## src/rtl/uart_tx_arbiter.sv

```systemverilog
// Round-robin owner of a shared UART tx write port: grant, hold i_wr until busy, ack, wait for frame end.
// Latency: request to o_tx_wr 1 cycle; no grant while tx is busy; requesters hold their byte until ack.
module uart_tx_arbiter #(
  parameter int N_REQ       = 2,
  parameter int ACK_TIMEOUT = 16
) (
  input  logic               i_clk,
  input  logic               i_rst,
  input  logic [N_REQ-1:0]   i_req,
  input  logic [8*N_REQ-1:0] i_data,
  output logic [N_REQ-1:0]   o_ack,
  output logic [N_REQ-1:0]   o_grant,
  output logic               o_tx_wr,
  output logic [7:0]         o_tx_data,
  input  logic               i_tx_busy,
  output logic               o_timeout
);

  localparam int IW = (N_REQ > 1) ? $clog2(N_REQ) : 1;
  localparam int CW = $clog2(ACK_TIMEOUT);
  localparam logic [IW-1:0] LAST_RST = IW'(N_REQ - 1);
  localparam logic [CW-1:0] CNT_END  = CW'(ACK_TIMEOUT - 1);

  typedef enum logic [1:0] {
    IDLE,
    ISSUE,
    WAIT_DONE
  } state_t;

  state_t            state_q, state_d;
  logic [IW-1:0]     last_q, last_d;
  logic [IW-1:0]     win_q, win_d;
  logic [CW-1:0]     cnt_q, cnt_d;
  logic [N_REQ-1:0]  ack_d, grant_d;
  logic              wr_d, to_d;
  logic [7:0]        dat_d;

  logic              pick_vld;
  logic [IW-1:0]     pick_idx;
  logic [N_REQ-1:0]  pick_oh;
  logic [7:0]        pick_dat;

  // Search indices above last first, then wrap to 0..last: the last served requester ends up lowest.
  always_comb begin
    pick_vld = 1'b0;
    pick_idx = '0;
    pick_oh  = '0;
    pick_dat = '0;
    for (int j = 0; j < N_REQ; j++) begin
      if (!pick_vld && i_req[j] && (j > int'(last_q))) begin
        pick_vld   = 1'b1;
        pick_idx   = IW'(j);
        pick_oh[j] = 1'b1;
        pick_dat   = i_data[8*j +: 8];
      end
    end
    for (int j = 0; j < N_REQ; j++) begin
      if (!pick_vld && i_req[j] && (j <= int'(last_q))) begin
        pick_vld   = 1'b1;
        pick_idx   = IW'(j);
        pick_oh[j] = 1'b1;
        pick_dat   = i_data[8*j +: 8];
      end
    end
  end

  always_comb begin
    state_d = state_q;
    last_d  = last_q;
    win_d   = win_q;
    cnt_d   = cnt_q;
    ack_d   = '0;
    to_d    = 1'b0;
    grant_d = o_grant;
    wr_d    = o_tx_wr;
    dat_d   = o_tx_data;
    case (state_q)
      IDLE: begin
        if (!i_tx_busy && pick_vld) begin
          state_d = ISSUE;
          win_d   = pick_idx;
          grant_d = pick_oh;
          wr_d    = 1'b1;
          dat_d   = pick_dat;
          cnt_d   = '0;
        end
      end
      ISSUE: begin
        if (i_tx_busy) begin
          wr_d    = 1'b0;
          ack_d   = o_grant;
          last_d  = win_q;
          state_d = WAIT_DONE;
        end else if (cnt_q == CNT_END) begin
          // tx never took the byte: release the port without an ack so the requester retries later
          wr_d    = 1'b0;
          to_d    = 1'b1;
          last_d  = win_q;
          grant_d = '0;
          state_d = IDLE;
        end else begin
          cnt_d = cnt_q + 1'b1;
        end
      end
      WAIT_DONE: begin
        if (!i_tx_busy) begin
          grant_d = '0;
          state_d = IDLE;
        end
      end
      default: begin
        state_d = IDLE;
        grant_d = '0;
        wr_d    = 1'b0;
      end
    endcase
  end

  always_ff @(posedge i_clk or posedge i_rst) begin
    if (i_rst) begin
      state_q   <= IDLE;
      last_q    <= LAST_RST;
      win_q     <= '0;
      cnt_q     <= '0;
      o_ack     <= '0;
      o_grant   <= '0;
      o_tx_wr   <= 1'b0;
      o_tx_data <= '0;
      o_timeout <= 1'b0;
    end else begin
      state_q   <= state_d;
      last_q    <= last_d;
      win_q     <= win_d;
      cnt_q     <= cnt_d;
      o_ack     <= ack_d;
      o_grant   <= grant_d;
      o_tx_wr   <= wr_d;
      o_tx_data <= dat_d;
      o_timeout <= to_d;
    end
  end

endmodule
```

## config.mk

```make
export PLATFORM = sky130hd
export DESIGN_NAME = uart_tx_arbiter
export DESIGN_NICKNAME = d
export VERILOG_FILES = /design/src/rtl/uart_tx_arbiter.sv
export SDC_FILE = /design/constraint.sdc
export NUM_CORES = 1
export LEC_CHECK = 0
export ABC_AREA = 1
export ABC_CLOCK_PERIOD_IN_PS = 3500
export BUFFER_PORTS_ARGS = -buffer_cell sky130_fd_sc_hd__buf_4
export CAP_MARGIN = 30
export CORE_MARGIN = 2
export CORE_UTILIZATION = 35
export DETAILED_ROUTE_END_ITERATION = 10
export HOLD_SLACK_MARGIN = 0.15
export PLACE_DENSITY = 0.69
export SYNTH_ARGS = -nofsm -noshare
export SYNTH_HDL_FRONTEND = slang
export SYNTH_SLANG_ARGS = --single-unit
```

## constraint.sdc

```tcl
create_clock -name i_clk -period 3.5 [get_ports i_clk]
set_input_delay 0.7 -clock i_clk [delete_from_list [all_inputs] [get_ports i_clk]]
set_output_delay 0.7 -clock i_clk [all_outputs]
set_load 0.005 [all_outputs]
```

# After elaboration in Yosys (flattened, before gate mapping)
# Index checks and enable logic that the tools add are counted.
# classes
eq_ne,9
n_addsub,1
n_bitwise,1
n_reduce_logical,17
magnitude_cmp,2
mux,33
# op_table
cell,n
$mux 8,3
$mux 2,8
$mux 1,15
$mux 4,3
$pmux 2 s3,2
$ne 2x2->1 const B,5
$reduce_and 3->1,3
$pmux 4 s2,1
$logic_and 1x1->1,5
$add 4x1->4 const B,1
$eq 4x4->1 const B,1
$reduce_and 2->1,2
$reduce_and 4->1,1
$reduce_bool 2->1,2
$logic_not 1->1,3
$ne 3x3->1 const B,1
$pmux 1 s3,1
$eq 2x1->1 const B,1
$eq 2x2->1 const B,1
$logic_not 2->1,1
$gt 1x1->1 const A,1
$le 1x1->1 const A,1
$not 1->1,1
# totals
ff_bits,22
elab_cells,72

# Longest topological paths before layout
# logic_depth
depth_word,13
depth_mapped,7
ltp_nobuf,7

# Least setup slack after synthesis
# No wires, ideal clock.
# synth_timing
kind,input -> register
startpoint,in i_req[1]
endpoint,reg cnt_q[3]
slack_ns,2.146
t_arrival_ns,1.238
required_time_ns,3.383
cell_stages,4
n_path_buf,0
setup_time_ns,0.117
cell_sequence,o211ai_2 -> nand2_2 -> nand2_1 -> nand2_1
# synth_via
elab_chain_len,12
# synth_rtl
item,line,source
"start, declared",9,"input logic [N_REQ-1:0] i_req,"
$logic_and 1x1->1,50,if (!pick_vld && i_req[j] && (j > int'(last_q))) begin
$mux 1,50,
$logic_not 1->1,58,if (!pick_vld && i_req[j] && (j <= int'(last_q))) begin
$logic_and 1x1->1,58,
$mux 1,58,
$logic_not 1->1,58,
$logic_and 1x1->1 (2 in a row),58,
$mux 1 *,58,
$logic_and 1x1->1 *,79,if (!i_tx_busy && pick_vld) begin
$ne 2x2->1 (no line) *,-,
$reduce_and 4->1 (no line) *,-,
"end signal, assigned",134,cnt_q <= cnt_d;
"end, declared",33,"logic [CW-1:0] cnt_q, cnt_d;"
# Every way passes the cells marked *; elsewhere a longest branch is shown, timed or not.
# A chain may end at the register's enable or synchronous reset.

# Worst setup path in the final report
# layout_timing
startpoint,reg o_grant[1]
endpoint,out o_grant[1]
# layout_lines
item,line,source
"start, declared",12,"output logic [N_REQ-1:0] o_grant,"
"start signal, assigned",136,o_grant <= grant_d;
# No word-level cell between the ends.

==> report_table.html <==
<table>
<tr><th>Metric</th><th>Value</th></tr>
<tr><th colspan="2">Power</th></tr>
<tr><td>Pwr/cell area</td><td>636 nW/um2</td></tr>
<tr><td>Worst supply voltage drop on vdd</td><td>0.294 mV</td></tr>
<tr><td>Leakage dissipation</td><td>0.759 nW</td></tr>
<tr><th colspan="2">Status</th></tr>
<tr><td>Status</td><td>finished, final reports clean</td></tr>
<tr><th colspan="2">Setup path</th></tr>
<tr><td>Critical Path End Type</td><td>output port</td></tr>
<tr><td>Worst-path maximum fanout</td><td>4</td></tr>
<tr><td>Worst reg-to-reg setup slack</td><td>2.06 ns</td></tr>
<tr><td>Ordered list of cells on the worst path</td><td>buf_4</td></tr>
<tr><td>CP Depth</td><td>1</td></tr>
<tr><td>Required time reported for the critical path endpoint</td><td>2.80 ns</td></tr>
<tr><td>Largest stage delay on the critical path</td><td>0.44 ns</td></tr>
<tr><td>Number of cells traversed by the worst register-to-register path</td><td>7</td></tr>
<tr><td>CP bufs+invs</td><td>1</td></tr>
<tr><td>Slowest stage cell on the critical path</td><td>sky130_fd_sc_hd__dfrtp_1</td></tr>
<tr><td>Setup Crit Path Kind</td><td>flip-flop to output port</td></tr>
<tr><td>Setup crit start kind</td><td>flip-flop</td></tr>
<tr><td>Data arrival time at the worst-slack endpoint</td><td>0.91 ns</td></tr>
<tr><td>Crit path max-delay family</td><td>flip-flops</td></tr>
<tr><th colspan="2">Floorplanning</th></tr>
<tr><td>Placement Rows</td><td>20</td></tr>
<tr><td>Number of placed I/O pins</td><td>35</td></tr>
<tr><td>Area of the die</td><td>3680 um2</td></tr>
<tr><td>Initial core utilization</td><td>36.8%</td></tr>
<tr><td>Area of the core</td><td>3050 um2</td></tr>
<tr><td>Y dimension of the die</td><td>60.7 um</td></tr>
<tr><td>Width of the die</td><td>60.7 um</td></tr>
<tr><th colspan="2">STA</th></tr>
<tr><td>Portion of the clock cycle consumed by the worst path in the final layout</td><td>45.9%</td></tr>
<tr><td>Worst rel slew slack</td><td>45.1%</td></tr>
<tr><td>Min cycle time layout</td><td>1.61 ns</td></tr>
<tr><td>Slew at the pin closest to its max-slew limit</td><td>0.822 ns</td></tr>
<tr><td>Max Transition Viols Final</td><td>0</td></tr>
<tr><td>Unrepaired setup endpoints after global routing</td><td>false</td></tr>
<tr><td>Accumulated negative setup slack</td><td>0 ns</td></tr>
<tr><td>Post-route clock skew</td><td>0.00666 ns</td></tr>
<tr><td>Final count of negative-setup-slack endpoints</td><td>0</td></tr>
<tr><td>Final Hold Fails</td><td>0</td></tr>
<tr><td>Fmax achieved</td><td>0.623 GHz</td></tr>
<tr><th colspan="2">Final layout</th></tr>
<tr><td>Number of nets in the layout</td><td>196</td></tr>
<tr><td>Leading cell types in the layout, fill and taps excluded</td><td>sky130_fd_sc_hd__nand2_1 (41), sky130_fd_sc_hd__buf_4 (34), sky130_fd_sc_hd__nand3_1 (33)</td></tr>
<tr><td>Layout cell share with drive strength beyond 1</td><td>28.9%</td></tr>
<tr><td>Util after Layout</td><td>47.8%</td></tr>
<tr><td>Synth-to-Final Area Change</td><td>29.8%</td></tr>
<tr><td>Count of inserted antenna diode cells</td><td>0</td></tr>
<tr><td>Leading cell type in the layout, fill and taps excluded</td><td>sky130_fd_sc_hd__nand2_1</td></tr>
<tr><th colspan="2">Logic synthesis</th></tr>
<tr><td>Number of synthesized flops with an enable pin</td><td>0</td></tr>
<tr><td>Synth warn</td><td>0</td></tr>
<tr><td>Most instantiated flip-flop cell in the synthesis netlist</td><td>sky130_fd_sc_hd__dfrtp_1</td></tr>
<tr><td>Post-synthesis instance area</td><td>1120 um2</td></tr>
<tr><td>Number of different library cells in the post-synthesis netlist</td><td>23</td></tr>
<tr><td>Number of instances in the synthesized netlist</td><td>136</td></tr>
<tr><td>Synth Net Count</td><td>158</td></tr>
<tr><td>Number of register bits inferred by synthesis</td><td>22</td></tr>
<tr><td>Post-synth ARST share</td><td>100%</td></tr>
<tr><td>Seq/Total Area, Yosys</td><td>49.1%</td></tr>
<tr><td>Mean post-synth cell area</td><td>8.26 um2</td></tr>
<tr><th colspan="2">Clock tree</th></tr>
<tr><td>Maximum buffer depth of the clock tree</td><td>2</td></tr>
<tr><td>Number of buffers created by CTS</td><td>3</td></tr>
<tr><td>CTS tree</td><td>built</td></tr>
<tr><td>Clock-pin slew on the worst setup and hold paths</td><td>0.13 ns</td></tr>
<tr><td>Number of setup buffers added after CTS</td><td>0</td></tr>
<tr><td>Post-cts repair resize count</td><td>0</td></tr>
<tr><td>Max H-tree Level</td><td>1</td></tr>
<tr><td>Sink count of the clock tree</td><td>22</td></tr>
<tr><td>Root buffer cell</td><td>sky130_fd_sc_hd__clkbuf_4</td></tr>
<tr><td>Source-to-sink clock delay at the later pin of the worst-skew pair</td><td>0.31 ns</td></tr>
<tr><td>Number of buffers added to fix hold violations after cts</td><td>0</td></tr>
<tr><th colspan="2">Detailed routing</th></tr>
<tr><td>Final WL</td><td>2480 um</td></tr>
<tr><td>Mean routed wirelength per cell</td><td>11.4 um</td></tr>
<tr><td>Total number of vias</td><td>1,023</td></tr>
<tr><td>Number of iterations in the first detailed-routing pass</td><td>4</td></tr>
<tr><td>Via-to-Cell Ratio</td><td>4.71</td></tr>
<tr><td>Antenna-violating nets left</td><td>0</td></tr>
<tr><td>DRC violation count after routing</td><td>0</td></tr>
<tr><td>Number of violations reported at the end of detailed-routing iteration 0</td><td>12</td></tr>
<tr><th colspan="2">Global route</th></tr>
<tr><td>Global-route wire length before repair</td><td>4110 um</td></tr>
<tr><td>Global routing usage on met2</td><td>26.0%</td></tr>
<tr><td>Fraction of met1 tracks used by global routing</td><td>18.0%</td></tr>
<tr><td>Number of global-route vias before repair</td><td>941</td></tr>
<tr><td>Global routing usage on met3</td><td>3.20%</td></tr>
<tr><td>All-layer global routing usage</td><td>14.9%</td></tr>
<tr><td>Aggregate global routing overflow</td><td>0</td></tr>
<tr><td>Most Crowded Layer GR</td><td>met2</td></tr>
<tr><td>Antenna violations before repair</td><td>0</td></tr>
<tr><td>Pin count of the biggest net entering global routing</td><td>23</td></tr>
<tr><th colspan="2">Job</th></tr>
<tr><td>Number of maximum-capacitance constraint violations</td><td>0</td></tr>
<tr><th colspan="2">Place</th></tr>
<tr><td>Port-buffer cells</td><td>34</td></tr>
<tr><td>Placer Congestion</td><td>0.789</td></tr>
<tr><td>Detailed-placement wirelength estimate</td><td>1880 um</td></tr>
<tr><th colspan="2">Worst hold path</th></tr>
<tr><td>Hold path depth</td><td>2</td></tr>
<tr><td>Class of the most critical hold timing path</td><td>flip-flop to flip-flop</td></tr>
</table>
report_power, final:
part	internal (mW)	switching, mW	leakage, nW
clock	0.0635	0.0813	0.0210
sequential	0.346	0.0726	0.285
combinational	0.173	0.191	0.453
Yosys cell counts, types with 2 or more instances:
library cell                n  share of area, %
sky130_fd_sc_hd__inv_1     10               3.3
sky130_fd_sc_hd__nor2_1     9               3.0
sky130_fd_sc_hd__inv_2      2              0.67
sky130_fd_sc_hd__nand2_1   41                14
sky130_fd_sc_hd__a21oi_1    3               1.3
sky130_fd_sc_hd__dfrtp_1   21                47
sky130_fd_sc_hd__a21boi_2   2               2.0
sky130_fd_sc_hd__nand3_1   33                15
metrics by stage:
| step | total power [mW] | hold slack [ns] | instances | setup WS, ns | cell area [um2] |
|---|---|---|---|---|---|
| 6_report | 0.928 | 0.496 | 217 | 1.89 | 1460 |
| 5_1_grt | 1.00 | 0.551 | 217 | 1.85 | 1460 |
| 4_1_cts | 0.938 | 0.506 | 217 | 1.88 | 1460 |
| 3_5_place_dp | 0.789 | 0.474 | 213 | 1.80 | 1420 |
| 3_3_place_gp | 0.782 | 0.463 | 213 | 1.80 | 1420 |
| 2_1_floorplan | 0.622 | 0.465 | 136 | 2.15 | 1120 |
final cells by class:
| cell class | count | area (um2) |
|---|---|---|
| fillers | 314 | 1590 |
| inverters | 12 | 45.0 |
| well taps | 44 | 55.1 |
| flip-flops and latches | 22 | 552 |
| clock buffers | 4 | 36.3 |
| repair buffers | 34 | 255 |
| multi-input cells | 101 | 515 |
state kept, by name, summed over array words and instances, names as in the netlist:
name and flops:
last_q 1, o_ack 2, win_q 1, o_timeout 1
cnt_q 4, state_q 2, o_grant 2, o_tx_wr 1
o_tx_data 8
per-layer routing:
layer	up-vias	part of all wire, %
met2	37	48
met5	-	0
li1	521	-
met3	4	6.6
met4	0	1.1
met1	461	44
path summary, 6_finish.rpt:
| kind | start | endpoint |
|---|---|---|
| worst max-delay path | o_grant[1] | o_grant[1] |
| worst min-delay path | o_tx_wr | o_tx_wr |
| worst max register to register | cnt_q[0] | cnt_q[2] |
| worst min register to register | o_tx_wr | o_tx_wr |
| max in group asynchronous | i_rst | o_tx_data[6] |
| min in group asynchronous | i_rst | o_timeout |
kinds of logic after synthesis:
logic type	after synthesis	share of synthesized area (%)
simple gates	91	37.9
flops	22	49.1
buf+inv	13	5.01
compound gates	9	6.90
fa+ha+maj	1	1.11
No activity file was read; power rests on OpenSTA's default activity.
